==> config.mk <==
export PLATFORM = sky130hd
export DESIGN_NAME = rf_write_arbiter
export DESIGN_NICKNAME = d
export VERILOG_FILES = /design/src/rtl/rf_write_arbiter_pkg.sv /design/src/rtl/rf_write_arbiter_rr_arb2.sv /design/src/rtl/rf_write_arbiter.sv
export SDC_FILE = /design/constraint.sdc
export NUM_CORES = 1
export LEC_CHECK = 0
export BUFFER_PORTS_ARGS = -buffer_cell sky130_fd_sc_hd__buf_2
export CAP_MARGIN = 10
export CORE_MARGIN = 2
export CORE_UTILIZATION = 47
export DETAILED_ROUTE_END_ITERATION = 12
export GPL_TIMING_DRIVEN = 0
export HOLD_SLACK_MARGIN = 0.05
export PLACE_DENSITY_LB_ADDON = 0.25
export REMOVE_ABC_BUFFERS = 1
export SYNTH_ARGS = -nofsm -noshare
export SYNTH_HDL_FRONTEND = slang
export SYNTH_HIERARCHICAL = 1
export SYNTH_SLANG_ARGS = --single-unit
==> constraint.sdc <==
create_clock -name i_clk -period 3.1 [get_ports i_clk]
set_input_delay 0.62 -clock i_clk [delete_from_list [all_inputs] [get_ports i_clk]]
set_output_delay 0.62 -clock i_clk [all_outputs]
set_load 0.05 [all_outputs]
==> src/rtl/rf_write_arbiter_pkg.sv <==
// ---------------------------------------------------------------------------
// rf_write_arbiter_pkg
// Shared datapath definitions for the register-file write arbiter.
//   req_id_e      : requester identifier (REQ_A = ALU writeback,
//                   REQ_B = load writeback); also the mux-select encoding.
//   DEF_ADDR_W    : default register-address width.
//   DEF_DATA_W    : default write-data width.
//   DEF_CNT_W     : default conflict-counter width.
// ---------------------------------------------------------------------------
package rf_write_arbiter_pkg;

    typedef enum logic {
        REQ_A = 1'b0,
        REQ_B = 1'b1
    } req_id_e;

    localparam int DEF_ADDR_W = 5;
    localparam int DEF_DATA_W = 32;
    localparam int DEF_CNT_W  = 8;

endpackage

==> src/rtl/rf_write_arbiter_rr_arb2.sv <==
// ---------------------------------------------------------------------------
// rr_arb2
// Two-way round-robin arbiter with a combinational grant and a registered
// last-grant pointer.
//   i_clk     : clock, rising edge
//   i_rst_n   : asynchronous active-low reset
//   i_req_a   : requester A valid
//   i_req_b   : requester B valid
//   i_busy    : downstream cannot accept; suppresses both grants
//   o_gnt_a   : grant to A (same cycle as request)
//   o_gnt_b   : grant to B (same cycle as request)
// ---------------------------------------------------------------------------
module rr_arb2
    import rf_write_arbiter_pkg::*;
(
    input  logic i_clk,
    input  logic i_rst_n,
    input  logic i_req_a,
    input  logic i_req_b,
    input  logic i_busy,
    output logic o_gnt_a,
    output logic o_gnt_b
);

    req_id_e r_last_grant;
    logic    w_gnt_a;
    logic    w_gnt_b;

    always_comb begin
        w_gnt_a = 1'b0;
        w_gnt_b = 1'b0;
        // Reset is included so no handshake can complete while the block
        // is held in reset.
        if (i_rst_n && !i_busy) begin
            if (i_req_a && i_req_b) begin
                // Conflict: favour whoever did not win last time.
                w_gnt_a = (r_last_grant == REQ_B);
                w_gnt_b = (r_last_grant == REQ_A);
            end else begin
                w_gnt_a = i_req_a;
                w_gnt_b = i_req_b;
            end
        end
    end

    assign o_gnt_a = w_gnt_a;
    assign o_gnt_b = w_gnt_b;

    // Pointer starts at B so that A wins the first conflict after reset.
    always_ff @(posedge i_clk or negedge i_rst_n) begin
        if (!i_rst_n) begin
            r_last_grant <= REQ_B;
        end else if (w_gnt_a) begin
            r_last_grant <= REQ_A;
        end else if (w_gnt_b) begin
            r_last_grant <= REQ_B;
        end
    end

endmodule

==> src/rtl/rf_write_arbiter.sv <==
// ---------------------------------------------------------------------------
// rf_write_arbiter
// Arbitrates two writeback requesters (A = ALU, B = load) onto a single
// register-file write port with a one-cycle registered output stage.
//   i_clk, i_rst_n          : clock (rising edge), async active-low reset
//   i_a_valid/addr/data     : requester A write request
//   o_a_ready               : A accepted this cycle
//   i_b_valid/addr/data     : requester B write request
//   o_b_ready               : B accepted this cycle
//   i_rf_busy               : register file cannot take a write this cycle
//   o_wr_en/addr/data       : registered register-file write port
//   o_mux_sel               : registered select of last grant (0 = A, 1 = B)
//   o_conflict_cnt          : saturating count of cycles with both valid
// ---------------------------------------------------------------------------
module rf_write_arbiter
    import rf_write_arbiter_pkg::*;
#(
    parameter int ADDR_W = DEF_ADDR_W,
    parameter int DATA_W = DEF_DATA_W,
    parameter int CNT_W  = DEF_CNT_W
) (
    input  logic              i_clk,
    input  logic              i_rst_n,
    input  logic              i_a_valid,
    input  logic [ADDR_W-1:0] i_a_addr,
    input  logic [DATA_W-1:0] i_a_data,
    output logic              o_a_ready,
    input  logic              i_b_valid,
    input  logic [ADDR_W-1:0] i_b_addr,
    input  logic [DATA_W-1:0] i_b_data,
    output logic              o_b_ready,
    input  logic              i_rf_busy,
    output logic              o_wr_en,
    output logic [ADDR_W-1:0] o_wr_addr,
    output logic [DATA_W-1:0] o_wr_data,
    output logic              o_mux_sel,
    output logic [CNT_W-1:0]  o_conflict_cnt
);

    function automatic logic [CNT_W-1:0] sat_inc(input logic [CNT_W-1:0] v);
        return (&v) ? v : v + {{(CNT_W-1){1'b0}}, 1'b1};
    endfunction

    logic              w_gnt_a;
    logic              w_gnt_b;
    logic              w_xfer;
    req_id_e           w_sel;
    logic [ADDR_W-1:0] w_addr;
    logic [DATA_W-1:0] w_data;

    logic              r_wr_en_p1;
    logic [ADDR_W-1:0] r_wr_addr_p1;
    logic [DATA_W-1:0] r_wr_data_p1;
    req_id_e           r_mux_sel_p1;
    logic [CNT_W-1:0]  r_conflict_cnt;

    rr_arb2 u_arb (
        .i_clk   (i_clk),
        .i_rst_n (i_rst_n),
        .i_req_a (i_a_valid),
        .i_req_b (i_b_valid),
        .i_busy  (i_rf_busy),
        .o_gnt_a (w_gnt_a),
        .o_gnt_b (w_gnt_b)
    );

    // Grants are already qualified by valid, so a grant is a transfer.
    assign o_a_ready = w_gnt_a;
    assign o_b_ready = w_gnt_b;
    assign w_xfer    = w_gnt_a | w_gnt_b;
    assign w_sel     = w_gnt_b ? REQ_B : REQ_A;
    assign w_addr    = w_gnt_b ? i_b_addr : i_a_addr;
    assign w_data    = w_gnt_b ? i_b_data : i_a_data;

    // ---- stage p0 -> p1: registered write port ----
    always_ff @(posedge i_clk or negedge i_rst_n) begin
        if (!i_rst_n) begin
            r_wr_en_p1   <= 1'b0;
            r_wr_addr_p1 <= '0;
            r_wr_data_p1 <= '0;
            r_mux_sel_p1 <= REQ_A;
        end else begin
            // Register 0 is hardwired: accept the write but never enable it.
            r_wr_en_p1 <= w_xfer && (w_addr != '0);
            if (w_xfer) begin
                r_wr_addr_p1 <= w_addr;
                r_wr_data_p1 <= w_data;
                r_mux_sel_p1 <= w_sel;
            end
        end
    end

    // Conflicts are counted on demand, independent of rf_busy.
    always_ff @(posedge i_clk or negedge i_rst_n) begin
        if (!i_rst_n) begin
            r_conflict_cnt <= '0;
        end else if (i_a_valid && i_b_valid) begin
            r_conflict_cnt <= sat_inc(r_conflict_cnt);
        end
    end

    assign o_wr_en        = r_wr_en_p1;
    assign o_wr_addr      = r_wr_addr_p1;
    assign o_wr_data      = r_wr_data_p1;
    assign o_mux_sel      = r_mux_sel_p1;
    assign o_conflict_cnt = r_conflict_cnt;

endmodule

==> out/results.ini <==
[run_status]
status=finished, final reports clean

[logic_synthesis]
ys_ff_latch=48
seq_area_frac_synth=0.539
synth-warning-count=6
syn-cell-area_mm2=0.00223
yosysUniqueCellTypes=29
syn_avg_cell_area_um2=10.6
syn_inst=211

[global_routing]
antenna_found_initial=0
gr-total-overflow=0
grt_pass1_vias=1831
grt_usage=0.199
grt_first_pass_wirelength_mm=8.12
grt_start_max_net_pins=52

[placement]
port_buffers=127
dp_cells=382
dp_hpwl_mm=3.77
gp_congestion=0.719

[routing]
wl_per_cell_um=13.5
drtPass1Iterations=4
drt-initial-drc-count=111
num_vias=1986
routed_via_density=5.07
ant_nets=0
drc=0
wl_mm=5.28

[timing]
hold_violations=0
max_freq_ghz=0.338
slew_headroom=0.388
rsz0062_at_grt=false
slew_viol_final=0
fin_hold_ws_ps=230
period_needed_ps=2960
finalCritPeriodShare=0.955
worstMarginPinSlew_ps=917
worst_clock_skew_ps=6.17
setup_viol=0

[clock_tree]
clkLatencyLatePin_ps=300
htree_levels=2
cts_tree=done
cts_buffers=5
cts_root_buffer=clkbuf_8
cts_sinks=48
clk_path_buf_depth=2
cts_hold_buf=0
path_clk_slew_ps=90

[finish]
layout-drive-gt1-share=0.435
syn_to_final_growth_pct=39.6
final_common_cell=buf_2
antenna_cells=0
nNetsFinal=417
layout_common_cells=buf_2 (126), dfrtp_1 (47), o21ai_1 (41), nand2_1 (39), mux2i_1 (37)
instances_no_fill=392
final_util=0.669

[pwr]
power_density_mw_per_mm2=812
combPwrFrac=0.446
power_leakage_nw=1.48
clkPwrFrac=0.192
total_power_w=0.00253
p_int_w=0.00137
netSwitchingFraction=0.458
seqPwrFrac=0.362
p_switching_w=0.00116
ir_drop_mv=0.409

[critical_path]
critical_path_class=input port to primary output
crit_arrival_ps=2340
worst_setup_path_end_kind=primary output
critPathMaxFanout=51
worstPathRequired_ps=2480
critPathLaunchType=input port

[die]
ios=128
die_h_um=72.9
start_util=0.479
dieWidth_um=72.9
core_mm2=0.00466
dieArea_mm2=0.00532
rows=25

[run]
maxCapViolCount=0

[hold_path]
min-delay-path-class=input port to async pin

==> path summary, 6_finish.rpt <==
path                                     from                  to  slack (ps)  cells past startpoint
max                                   i_rst_n           o_a_ready         140                      4
max in group asynchronous             i_rst_n  u_arb/r_last_grant        2520                      1
min                                   i_rst_n   o_conflict_cnt[6]         230                      1
max reg2reg                u_arb/r_last_grant        o_wr_addr[1]         950                      5
min reg2reg                         o_mux_sel           o_mux_sel         480                      1
min in group i_clk                  o_mux_sel           o_mux_sel         480                      1
==> cell families (layout without fill, tap and decap cells) <==
group	count (synthesis)	after routing	synth area share
AOI/OAI and AO/OA	52	53	0.124
xor gates and xnor gates	4	4	0.0157
adders and majority gates	1	1	0.00560
buffers and inverters	15	141	0.0325
DFF	48	48	0.539
muxes	38	38	0.171
and+or+nand+nor	53	53	0.113
==> flip-flops by register name, indices dropped and copies added (netlist names) <==
register            cells
o_conflict_cnt          8
o_wr_addr               5
u_arb/r_last_grant      1
o_mux_sel               1
o_wr_data              32
o_wr_en                 1
==> synth_stat cells, drive strengths merged <==
master,number,area share
and3b,1,0.0039
nand3,3,0.012
or4,2,0.0067
nor2,3,0.0050
mux2i,37,0.17
and4b,1,0.0045
a21o,1,0.0034
nand2,39,0.066
buf,8,0.021
o21ai,41,0.092
xnor2,4,0.016
o21bai,1,0.0050
nor2b,1,0.0028
mux2,1,0.0050
o2111ai,1,0.0039
a31oi,3,0.0084
dfrtp,47,0.53
clkbuf,5,0.0084
and3,1,0.0050
dfstp,1,0.012
a21oi,5,0.011
inv,2,0.0034
ha,1,0.0056
nand3b,2,0.0067
==> stage by stage <==
step           setup slack (ps)  setup TNS, ps  instance area (um^2)
5_1_grt                    9.60              0                  3120
4_1_cts                    54.1              0                  3110
2_1_floorplan             -1800         -72780                  2170
3_3_place_gp              -3640        -122950                  2870
6_report                    141              0                  3120
3_5_place_dp               -581          -3210                  2970
==> critical path: stages <==
cell and delay, ps:
buf_6 350, nand3b_1 200, a21oi_4 740, buf_2 400
==> layout make-up <==
class	count	area (um^2)
fill	388	1540
sequential	48	1200
multi-input combinational	149	988
timing repair buffer	131	724
clock buffer	7	96.3
tap	54	67.6
clock inverter	1	30.0
inverter	2	7.51
==> layer usage <==
| layer | track usage | wire, um | vias to the layer above | share of wire |
|---|---|---|---|---|
| met3 | 0.0387 | 287 | 7 | 0.054 |
| met1 | 0.257 | 2350 | 913 | 0.44 |
| met5 | 0 | 0 | - | 0 |
| met4 | 0.0864 | 76 | 0 | 0.014 |
| met2 | 0.327 | 2570 | 76 | 0.49 |
| li1 | - | - | 990 | - |
==> timing repair <==
item	CTS	global route
buffers inserted	0	1
gates resized for setup	2	0
cloned	1	0
pin swaps	0	0
endpoints found under the setup margin	2	1
==> power by group through the flow <==
| stage | Sequential [W] | Combinational [W] | Clock (W) |
|---|---|---|---|
| finish | 0.000917 | 0.00113 | 0.000487 |
| global route | 0.000944 | 0.00119 | 0.000520 |
| CTS | 0.000917 | 0.00113 | 0.000495 |
| detailed placement | 0.000922 | 0.00113 | 0 |
| global placement | 0.000917 | 0.00112 | 0 |
| floorplan | 0.00151 | 0.000235 | 0 |
(Power assumes the default switching activity.)
